<file path="src/rtl/gcd_pkg.sv">
// Shared constants, FSM state type and round-robin helper for the GCD scheduler.
package gcd_pkg;

    localparam int GCD_W       = 7;
    localparam int GCD_NUM_REQ = 4;
    localparam int GCD_MAX_REQ = 32;

    typedef enum logic [1:0] {
        IDLE = 2'd0,
        CALC = 2'd1,
        RESP = 2'd2
    } gcd_state_e;

    // First set bit of valid scanning upward from ptr+1 with wrap; -1 when none is set.
    function automatic int rr_next_grant(input logic [GCD_MAX_REQ-1:0] valid,
                                         input int ptr,
                                         input int num_req);
        int grant;
        int idx;
        grant = -1;
        for (int k = 1; k <= GCD_MAX_REQ; k++) begin
            idx = ptr + k;
            if (idx >= num_req) begin
                idx = idx - num_req;
            end
            if ((k <= num_req) && (grant < 0) && valid[5'(idx)]) begin
                grant = idx;
            end
        end
        return grant;
    endfunction

endpackage

</file>
<file path="src/rtl/gcd_rr_sched_if.sv">
// Request/response bundle between GCD clients and the shared scheduler.
// The rsp_err signal exists only when GCD_ZERO_ERR_EN is defined.
interface gcd_rr_sched_if
    import gcd_pkg::*;
#(
    parameter int WIDTH   = GCD_W,
    parameter int NUM_REQ = GCD_NUM_REQ
);
    localparam int ID_W = $clog2(NUM_REQ);

    logic [NUM_REQ-1:0]       req_valid;
    logic [NUM_REQ-1:0]       req_ready;
    logic [NUM_REQ*WIDTH-1:0] req_a;
    logic [NUM_REQ*WIDTH-1:0] req_b;
    logic                     rsp_valid;
    logic                     rsp_ready;
    logic [WIDTH-1:0]         rsp_gcd;
    logic [ID_W-1:0]          rsp_id;

`ifdef GCD_ZERO_ERR_EN
    logic                     rsp_err;

    modport master (
        output req_valid, req_a, req_b, rsp_ready,
        input  req_ready, rsp_valid, rsp_gcd, rsp_id, rsp_err
    );

    modport slave (
        input  req_valid, req_a, req_b, rsp_ready,
        output req_ready, rsp_valid, rsp_gcd, rsp_id, rsp_err
    );
`else
    modport master (
        output req_valid, req_a, req_b, rsp_ready,
        input  req_ready, rsp_valid, rsp_gcd, rsp_id
    );

    modport slave (
        input  req_valid, req_a, req_b, rsp_ready,
        output req_ready, rsp_valid, rsp_gcd, rsp_id
    );
`endif

endinterface

</file>
<file path="src/rtl/gcd_iter_core.sv">
// Iterative subtract-and-swap GCD datapath: load captures the operands and done
// pulses for the single cycle in which result holds the final value.
module gcd_iter_core
    import gcd_pkg::*;
#(
    parameter int WIDTH = GCD_W
) (
    input  logic             clk,
    input  logic             rst_n,
    input  logic             load,
    input  logic [WIDTH-1:0] a_in,
    input  logic [WIDTH-1:0] b_in,
    output logic             done,
    output logic [WIDTH-1:0] result
);

    logic [WIDTH-1:0] a;
    logic [WIDTH-1:0] b;
    logic             running;
    logic             finished;

    always_comb begin
        finished = (a == '0) || (b == '0) || (a == b);
        done     = running && finished;
        result   = (a == '0) ? b : a;
    end

    // Always subtract the smaller from the larger so the difference never wraps.
    always_ff @(posedge clk or negedge rst_n) begin
        if (!rst_n) begin
            a       <= '0;
            b       <= '0;
            running <= 1'b0;
        end else if (load) begin
            a       <= a_in;
            b       <= b_in;
            running <= 1'b1;
        end else if (running) begin
            if (finished) begin
                running <= 1'b0;
            end else if (a > b) begin
                a <= a - b;
            end else begin
                b <= b - a;
            end
        end
    end

endmodule

</file>
<file path="src/rtl/gcd_rr_sched.sv">
// Round-robin scheduler sharing one gcd_iter_core among NUM_REQ clients.
// Define GCD_ZERO_ERR_EN to add rsp_err and short-circuit zero operands.
module gcd_rr_sched
    import gcd_pkg::*;
#(
    parameter int WIDTH   = GCD_W,
    parameter int NUM_REQ = GCD_NUM_REQ
) (
    input  logic          clk,
    input  logic          rst_n,
    gcd_rr_sched_if.slave bus,
    output logic          busy
);

    localparam int ID_W = $clog2(NUM_REQ);

    gcd_state_e             state;
    logic [ID_W-1:0]        ptr;
    logic [ID_W-1:0]        cur_id;
    logic                   rsp_valid_q;
    logic [WIDTH-1:0]       rsp_gcd_q;
    logic [ID_W-1:0]        rsp_id_q;

    logic [GCD_MAX_REQ-1:0] valid_ext;
    int                     grant_idx;
    logic                   grant_any;
    logic [ID_W-1:0]        grant_id;
    logic [NUM_REQ-1:0]     ready;
    logic [WIDTH-1:0]       a_slice [NUM_REQ];
    logic [WIDTH-1:0]       b_slice [NUM_REQ];
    logic [WIDTH-1:0]       grant_a;
    logic [WIDTH-1:0]       grant_b;

    logic                   core_done;
    logic [WIDTH-1:0]       core_result;

`ifdef GCD_ZERO_ERR_EN
    logic                   zero_op;
    logic                   rsp_err_q;
`endif

    for (genvar g = 0; g < NUM_REQ; g++) begin : g_slice
        assign a_slice[g] = bus.req_a[g*WIDTH +: WIDTH];
        assign b_slice[g] = bus.req_b[g*WIDTH +: WIDTH];
    end

    // The grant is combinational so the handshake completes in the IDLE cycle itself.
    always_comb begin
        valid_ext                = '0;
        valid_ext[NUM_REQ-1:0]   = bus.req_valid;
        grant_idx                = rr_next_grant(valid_ext, int'(ptr), NUM_REQ);
        grant_any                = (state == IDLE) && rst_n && (grant_idx >= 0);
        grant_id                 = ID_W'(grant_idx);
        ready                    = '0;
        if (grant_any) begin
            ready[grant_id] = 1'b1;
        end
        grant_a = a_slice[grant_id];
        grant_b = b_slice[grant_id];
    end

    gcd_iter_core #(
        .WIDTH (WIDTH)
    ) u_core (
        .clk    (clk),
        .rst_n  (rst_n),
        .load   (grant_any),
        .a_in   (grant_a),
        .b_in   (grant_b),
        .done   (core_done),
        .result (core_result)
    );

    always_ff @(posedge clk or negedge rst_n) begin
        if (!rst_n) begin
            state       <= IDLE;
            ptr         <= ID_W'(NUM_REQ - 1);
            cur_id      <= '0;
            rsp_valid_q <= 1'b0;
            rsp_gcd_q   <= '0;
            rsp_id_q    <= '0;
`ifdef GCD_ZERO_ERR_EN
            zero_op     <= 1'b0;
            rsp_err_q   <= 1'b0;
`endif
        end else begin
            case (state)
                IDLE: begin
                    if (grant_any) begin
                        cur_id <= grant_id;
`ifdef GCD_ZERO_ERR_EN
                        zero_op <= (grant_a == '0) || (grant_b == '0);
`endif
                        state  <= CALC;
                    end
                end
                CALC: begin
                    // A zero operand finishes the core in its first step, so the error path shares this timing.
                    if (core_done) begin
                        rsp_valid_q <= 1'b1;
                        rsp_id_q    <= cur_id;
`ifdef GCD_ZERO_ERR_EN
                        rsp_gcd_q   <= zero_op ? '0 : core_result;
                        rsp_err_q   <= zero_op;
`else
                        rsp_gcd_q   <= core_result;
`endif
                        state       <= RESP;
                    end
                end
                RESP: begin
                    if (bus.rsp_ready) begin
                        rsp_valid_q <= 1'b0;
                        ptr         <= rsp_id_q;
                        state       <= IDLE;
                    end
                end
                default: begin
                    state <= IDLE;
                end
            endcase
        end
    end

    assign bus.req_ready = ready;
    assign bus.rsp_valid = rsp_valid_q;
    assign bus.rsp_gcd   = rsp_gcd_q;
    assign bus.rsp_id    = rsp_id_q;
`ifdef GCD_ZERO_ERR_EN
    assign bus.rsp_err   = rsp_err_q;
`endif
    assign busy          = (state != IDLE);

endmodule
</file>
<file path="src/flat_wrapper.sv">
// flat-port wrapper written by rule: the top's interface ports become plain ports
module gcd_rr_sched_flat import gcd_pkg::*;
#(
    parameter int WIDTH   = GCD_W,
    parameter int NUM_REQ = GCD_NUM_REQ
)
  (clk, rst_n, busy, bus_req_valid, bus_req_a, bus_req_b, bus_rsp_ready, bus_req_ready, bus_rsp_valid, bus_rsp_gcd, bus_rsp_id);
  gcd_rr_sched_if #(.WIDTH(WIDTH), .NUM_REQ(NUM_REQ)) bus_i ();
  input  logic clk;
  input  logic rst_n;
  output logic busy;
  input wire logic [$bits(bus_i.req_valid)-1:0] bus_req_valid;
  input wire logic [$bits(bus_i.req_a)-1:0] bus_req_a;
  input wire logic [$bits(bus_i.req_b)-1:0] bus_req_b;
  input wire logic [$bits(bus_i.rsp_ready)-1:0] bus_rsp_ready;
  output wire logic [$bits(bus_i.req_ready)-1:0] bus_req_ready;
  output wire logic [$bits(bus_i.rsp_valid)-1:0] bus_rsp_valid;
  output wire logic [$bits(bus_i.rsp_gcd)-1:0] bus_rsp_gcd;
  output wire logic [$bits(bus_i.rsp_id)-1:0] bus_rsp_id;
  assign bus_i.req_valid = bus_req_valid;
  assign bus_i.req_a = bus_req_a;
  assign bus_i.req_b = bus_req_b;
  assign bus_i.rsp_ready = bus_rsp_ready;
  assign bus_req_ready = bus_i.req_ready;
  assign bus_rsp_valid = bus_i.rsp_valid;
  assign bus_rsp_gcd = bus_i.rsp_gcd;
  assign bus_rsp_id = bus_i.rsp_id;
  gcd_rr_sched #(.WIDTH(WIDTH), .NUM_REQ(NUM_REQ)) u_core (.clk(clk), .rst_n(rst_n), .bus(bus_i), .busy(busy));
endmodule
</file>
<file path="config.mk">
export PLATFORM = sky130hd
export DESIGN_NAME = gcd_rr_sched_flat
export DESIGN_NICKNAME = d
export VERILOG_FILES = /design/src/rtl/gcd_pkg.sv /design/src/rtl/gcd_rr_sched_if.sv /design/src/rtl/gcd_iter_core.sv /design/src/rtl/gcd_rr_sched.sv /design/src/flat_wrapper.sv
export SDC_FILE = /design/constraint.sdc
export NUM_CORES = 1
export LEC_CHECK = 0
export CORE_ASPECT_RATIO = 0.9
export CORE_MARGIN = 3
export CORE_UTILIZATION = 60
export DETAILED_ROUTE_END_ITERATION = 7
export DONT_BUFFER_PORTS = 1
export PLACE_DENSITY = 0.83
export SETUP_SLACK_MARGIN = 0.3
export SYNTH_ARGS = -nofsm -noshare
export SYNTH_HDL_FRONTEND = slang
export SYNTH_HIERARCHICAL = 1
export SYNTH_SLANG_ARGS = --single-unit
</file>
<file path="constraint.sdc">
create_clock -name clk -period 4 [get_ports clk]
set_clock_uncertainty 0.2 [all_clocks]
set_input_delay 0.8 -clock clk [delete_from_list [all_inputs] [get_ports clk]]
set_output_delay 0.8 -clock clk [all_outputs]
set_load 0.02 [all_outputs]
</file>
== After elaboration in Yosys (flattened, before gate mapping) ==
Index checks and enable logic that the tools add are counted.
Word-level totals
  register bits: 31
  bits of input ports: 63
  output and inout bits: 15
  logic and storage cells: 115
Operators by class
  $add $sub $neg: 10
  $lt $le $gt $ge: 16
  equality and inequality tests: 8
  multiplexer cells: 48
  bitwise operators: 1
  reductions and logical operators: 23
Operator list (number)
  $mux 32: 8
  $ge 32x4->1 const B: 4
  $sub 32x4->32 const B: 4
  $lt 32x1->1 const B: 3
  $mux 7: 13
  $ge 32x1->1 const B: 1
  $bmux 7 s2: 2
  $lt 5x7->1 const B: 4
  $bmux 1 s5: 4
  $logic_not 7->1: 2
  $mux 1: 14
  $sub 7x7->7: 2
  $reduce_and 3->1: 4
  $ne 2x1->1 const B: 4
  $reduce_bool 2->1: 4
  $eq 7x7->1: 1
  $gt 7x7->1: 1
  $logic_and 1x1->1: 7
  $add 2x2->3 const B: 2
  $mux 2: 3
  $pmux 2 s3: 1
  $reduce_and 2->1: 3
  $add 2x3->4 const B: 1
  $mux 4: 1
  12 further kinds: 13

== Depth between registers and ports, before layout ==
  word-level depth: 21
  gate-level depth with buffers: 14
  gate-level depth less buffers: 11

== By module ==
Netlist, hierarchy kept.
By module, submodules not included
  gcd_rr_sched: times used 1, cells an instance 306, area each 2348.5 µm²
  gcd_iter_core: times used 1, cells an instance 164, area each 1440.1 µm²

== Least setup slack after synthesis ==
Ideal clock, no wire load.
  kind: reg-to-output
  start point: register u_core.ptr[0]
  end point: output bus_req_ready[2]
  data arrival time: 2.710 ns
  path slack: 0.290 ns
  cell stages (with the launch flop): 12
  path buffers: 3
  cells stage by stage: dfstp_2 buf_4 inv_1 ha_1 a21bo_2 o22a_1 a41oi_1 o31a_1 buf_2 buf_2 nand2_1 nor2_1
Between the ends
  longest elaborated chain between the ends: 21
  elaborated cells on any way between the ends: 46
  those cells by class: 8 x add/sub; 10 x order compare; 23 x mux; 5 x reduce/logical
Ends and longest elaborated chain
  start, declared: RTL line gcd_rr_sched.sv:18  | logic [ID_W-1:0] ptr;
  start signal, assigned: RTL line gcd_rr_sched.sv:77  | ptr <= ID_W'(NUM_REQ - 1);
  start signal, assigned: RTL line gcd_rr_sched.sv:114  | ptr <= rsp_id_q;
  $add 2x1->3: RTL line gcd_pkg.sv:22  | idx = ptr + k;
  $sub 32x4->32 or $ge 32x4->1 (tied branches): RTL line gcd_pkg.sv:24, gcd_pkg.sv:23
  $mux 32: RTL line gcd_pkg.sv:23  | if (idx >= num_req) begin
  $bmux 1 s5: RTL line gcd_pkg.sv:26  | if ((k <= num_req) && (grant < 0) && valid[5'(idx)]) begin
  $mux 1 (implied by the code) (2 in series): RTL line gcd_pkg.sv:26
  $mux 32: RTL line gcd_pkg.sv:26
  $lt 32x1->1: RTL line gcd_pkg.sv:26
  $logic_and 1x1->1: RTL line gcd_pkg.sv:26
  $mux 32: RTL line gcd_pkg.sv:26
  $lt 32x1->1: RTL line gcd_pkg.sv:26
  $logic_and 1x1->1: RTL line gcd_pkg.sv:26
  $mux 32: RTL line gcd_pkg.sv:26
  $lt 32x1->1: RTL line gcd_pkg.sv:26
  $logic_and 1x1->1: RTL line gcd_pkg.sv:26
  $mux 32 *: RTL line gcd_pkg.sv:26
  parallel branches: the longest is 4 deep, another holds $ge 32x1->1
  $mux 4 *: RTL line gcd_rr_sched.sv:55  | if (grant_any) begin
  end, declared: RTL line flat_wrapper.sv:16  | output wire logic [$bits(bus_i.req_ready)-1:0] bus_req_ready;
Mark *: on every way between the ends. The select of a mux whose other input is x is not followed.

== Worst setup path after layout ==
  start point: register u_core.ptr[0]
  end point: output bus_req_ready[3]
Between the ends
  elaborated cells on any way between the ends: 46
  those cells by class: 8 x add/sub; 10 x order compare; 23 x mux; 5 x reduce/logical
RTL lines
  $add 2x1->3: RTL line gcd_pkg.sv:22
  $sub 32x4->32 or $ge 32x4->1 (tied branches): RTL line gcd_pkg.sv:24, gcd_pkg.sv:23
  $mux 32: RTL line gcd_pkg.sv:23
  $bmux 1 s5: RTL line gcd_pkg.sv:26
  $mux 1 (implied by the code) (2 in series): RTL line gcd_pkg.sv:26
  $mux 32: RTL line gcd_pkg.sv:26
  $lt 32x1->1: RTL line gcd_pkg.sv:26
  $logic_and 1x1->1: RTL line gcd_pkg.sv:26
  [... 3 more ...]
  $mux 32: RTL line gcd_pkg.sv:26
  $lt 32x1->1: RTL line gcd_pkg.sv:26
  $logic_and 1x1->1: RTL line gcd_pkg.sv:26
  $mux 32 *: RTL line gcd_pkg.sv:26
  $ge 32x1->1 *: RTL line gcd_rr_sched.sv:52  | grant_any = (state == IDLE) && rst_n && (grant_idx >= 0);
  $logic_and 1x1->1 *: RTL line gcd_rr_sched.sv:52
  named net u_core.grant_any: RTL line gcd_rr_sched.sv:26  | logic grant_any;
  $mux 4 *: RTL line gcd_rr_sched.sv:55
The timed path passes the listed nets; every way through them passes the cells marked *. The select of a mux whose other input is x is not followed.

==> out/results.txt <==
Power density over cell area: 1060 nW/um2. In the synthesized netlist, the cells that appear most often are sky130_fd_sc_hd__nand2_1, sky130_fd_sc_hd__nand3_1, sky130_fd_sc_hd__o211ai_1. For the number of hold-slack violations in the final timing report, the log shows 0. The detail-routed via count per cell was 6.63. The run gives 290 ps as the latest clock arrival within the worst-skew pair.

The number of buffer cells added on primary ports was 0; the maximum number of pins on one net before global-route repair was 74. The period utilization is 0.908. After detailed routing, the average wire length per cell comes to 18.5 um.

The final route contains 3646 vias. Subtracting the final worst setup slack from the clock period gives 3630 ps. The delay of the slowest cell on the worst path was 550 ps; the max-slew violation count was 0.

The run gives 3660 as the number of global-route vias before repair. The post-route cell area was 4070 um2. Across the run, the number of max-cap violations was 0. The post-route setup TNS is 0 ps. Yosys mapped the design onto 70 distinct sky130hd cell types. Of all cell types, the one taking the most synthesized area is sky130_fd_sc_hd__dfrtp_1.

The Yosys step of the flow raised 6 warnings. Endpoint arrival time on the critical path: 2630 ps. The fraction of layout instances using a drive strength above 1 works out to 0.170. The flow ran to the end, and the final reports show no timing, DRC or antenna violations. In this run the cell area measured after placement is 3850 um2. Static timing analysis puts the maximum clock frequency at 0.275 GHz. The busiest metal layer after global routing is met2.

The min-delay analysis places its worst path in the category primary input to asynchronous set/reset pin. In this run the standard cell core region covers 5890 um2. The share of async-settable or async-resettable flops after synthesis was 1.00.

In the routed design, unresolved DRC markers number 0. The die outline height is 81.4 um, and the aggregate global-route resource usage is 0.288. The worst supply voltage drop on vdd was 0.519 mV; the transition time at the pin with the least slew margin was 729 ps.

Counting along the longest clock path gives a buffer depth of 2. The number of primary I/O pins came out at 78. In the post-synthesis netlist, the biggest area contributors are sky130_fd_sc_hd__dfrtp_1, sky130_fd_sc_hd__mux2i_1, sky130_fd_sc_hd__o211ai_1. Clock tree synthesis found a total of 31 sinks. TritonCTS built the clock tree. The average instance in the mapped netlist occupies 8.06 um2. Among all cell types in the netlist, the one instantiated most often is sky130_fd_sc_hd__nand2_1. The number of clock buffers added by TritonCTS is 5. Among the stages of the critical path, the cell type that occurs most often is sky130_fd_sc_hd__buf_4. The die boundary width is 89.8 um.

The main flop type after synthesis was sky130_fd_sc_hd__dfrtp_1. In this run, synthesis inferred 0 flip-flops with an integrated enable. The tools report the met3 track demand over resource in global routing as 0.0917. The net count of the finished layout came out at 548.

The global-route track usage on met1 came out at 0.351. Setup repair after global routing left no endpoint under its margin. The portion of synthesized cell area occupied by the leading cell type came out at 0.192. The half-perimeter wire length after detailed placement is 7330 um, and the number of nets with antenna violations after detailed routing is 0.

The sequential cell area fraction in the yosys report is 0.205. Synthesis produced a netlist with a net count of 553. In this run, the number of DRC markers left after iteration 0 of detailed routing was 326.

The kind of critical path is flop to primary output. The tools report the die area as 7310 um2. In this run the worst path has a maximum fanout of 8. The worst path required time is 3000 ps. The standby leakage power was 0.00159 uW; the signed area change from the synthesized netlist to the final layout was 7.40%.

Number of detailed-routing iterations run before antenna repair: 6. The initial standard-cell utilization of the core was 0.643. The tools report the startpoint type of the worst setup path as a flop. Synthesis inferred 31 register bits.

The master of the slowest instance on the critical path was sky130_fd_sc_hd__dfstp_2. Summed over all layers, the global routing overflow is 0. The antenna diode count was 0; the final routed wirelength across all metal layers was 10200 um. The worst setup path is captured at a primary output. Synthesis handed over a netlist of 470 instances.

After synthesis the cells add up to 3790 um2. The run gives 17300 um as the global-route wire length before repair. Final setup violation count: 0. The initial antenna violation count was 0; the clock-pin slew reported for the worst setup and hold paths after clock tree synthesis was 70 ps. The root buffer cell chosen for the clock tree is sky130_fd_sc_hd__clkbuf_8. In this run the number of H-tree levels came out at 2. Traced cell by cell, the critical path runs through buf_4 > mux2i_4 > nor3_2 > or2_2 > o311ai_4 > inv_2 > nand2_1 > nor2_1 > buf_4. In this run the core area contains 26 standard-cell rows. The logs give 0.512 for the worst-case headroom to the max-slew limit and 0.911 for the last weighted congestion value of the routability-driven placer. The met2 track utilization from global routing was 0.478.
## placed cells by master, fill, tap and decap left out, types with 2 or more instances in the layout
cell type / count
sky130_fd_sc_hd__nand2_1: 77
sky130_fd_sc_hd__nand3_1: 57
sky130_fd_sc_hd__o211ai_1: 39
sky130_fd_sc_hd__mux2i_1: 37
sky130_fd_sc_hd__dfrtp_1: 29
sky130_fd_sc_hd__buf_4: 22
sky130_fd_sc_hd__inv_1: 20
sky130_fd_sc_hd__ha_1: 17
sky130_fd_sc_hd__nor2_1: 15
sky130_fd_sc_hd__mux2_2: 14
sky130_fd_sc_hd__a32o_1: 13
sky130_fd_sc_hd__o21ai_1: 10
sky130_fd_sc_hd__o21ai_0: 9
sky130_fd_sc_hd__clkbuf_8: 6
sky130_fd_sc_hd__a21oi_1: 6
sky130_fd_sc_hd__a31oi_1: 5
sky130_fd_sc_hd__and2_1: 4
sky130_fd_sc_hd__nor2b_1: 4
sky130_fd_sc_hd__nor3_1: 4
sky130_fd_sc_hd__a2bb2oi_1: 4
sky130_fd_sc_hd__xor2_1: 4
sky130_fd_sc_hd__nand2b_1: 3
sky130_fd_sc_hd__xnor2_1: 3
sky130_fd_sc_hd__o21bai_1: 3
sky130_fd_sc_hd__clkinvlp_4: 2
sky130_fd_sc_hd__mux2i_4: 2
sky130_fd_sc_hd__nor3_2: 2
sky130_fd_sc_hd__a211oi_4: 2
sky130_fd_sc_hd__a221oi_1: 2
sky130_fd_sc_hd__o31a_1: 2
sky130_fd_sc_hd__nand3b_1: 2
sky130_fd_sc_hd__dlygate4sd3_1: 2
sky130_fd_sc_hd__dfstp_2: 2
sky130_fd_sc_hd__a21oi_2: 2
sky130_fd_sc_hd__o31ai_1: 2
sky130_fd_sc_hd__fa_1: 2
## stage by stage
step            util  setup WS [ps]  cells  power, uW  hold WS, ps
2_1_floorplan      -            290    470       3310          242
3_3_place_gp   0.655            423    533       3830          273
3_5_place_dp   0.655            344    533       3920          271
4_1_cts        0.682            306    547       4230        0.880
5_1_grt        0.691            285    550       4700          132
6_report       0.691            368    550       4300          151
## cell families (layout without fill, tap and decap cells)
family | count (synthesis) | after routing | synth area share
flip-flops | 31 | 31 | 0.205
buffers and inverters | 58 | 54 | 0.0677
adder cells (fa/ha/maj) | 20 | 20 | 0.0700
AND/OR/NAND/NOR | 179 | 179 | 0.230
multiplexers | 55 | 55 | 0.157
XOR/XNOR | 7 | 7 | 0.0162
AO/OA/AOI/OAI | 120 | 120 | 0.254
## path summary, 6_finish.rpt
kind	endpoint	from	cells past startpoint	slack [ps]
worst max-delay path	bus_req_ready[3]	u_core/ptr[0]	9	370
worst min-delay path	u_core/ptr[1]	rst_n	0	150
worst max register to register	u_core/u_core/b[6]	u_core/ptr[1]	13	530
worst min register to register	u_core/cur_id[1]	u_core/cur_id[1]	2	290
max in group asynchronous	u_core/cur_id[0]	rst_n	1	2330
min in group clk	u_core/cur_id[1]	u_core/cur_id[1]	2	290
## metal layers
layer  up-vias  part of all wire
met4         0             0.032
met3        28             0.091
li1       1723                 -
met1      1737              0.41
met5         -                 0
met2       158              0.46
## state kept, by name, summed over array words and instances (netlist names)
register               flops
u_core/cur_id              2
u_core/u_core/running      1
u_core/u_core/b            7
u_core/bus.rsp_valid       1
u_core/state               2
u_core/bus.rsp_gcd         7
u_core/ptr                 2
u_core/bus.rsp_id          2
u_core/u_core/a            7
## what timing repair did
item                                    4_1_cts  5_1_grt
resized for setup                             3        6
hold buffers                                  1        1
endpoints found under the hold margin        17       12
endpoints found under the setup margin        4        6
pin swaps                                     0        1
setup buffers                                 5        2
## worst max-delay path: cells and delay by family, from the launching register on
kind,cells,cell delay [ps]
mux,1,340
compound gates,1,370
flops,1,550
simple gates,4,630
buf+inv,3,460
## power by group
| group | internal (uW) | leakage [uW] | switching, uW | total [uW] |
|---|---|---|---|---|
| clock network | 121 | 0.0000402 | 122 | 242 |
| logic | 1440 | 0.00118 | 1930 | 3370 |
| registers | 472 | 0.000370 | 217 | 688 |
## final cells by class
cell class,instances,area [um2]
clock buffers,5,68.8
repair buffers,25,199
multi-input cells,381,2820
well taps,84,105
clock inverters,3,20.0
fillers,460,1820
flip-flops and latches,31,778
inverters,21,78.8
Note: power is estimated with default switching activity, not from simulation.
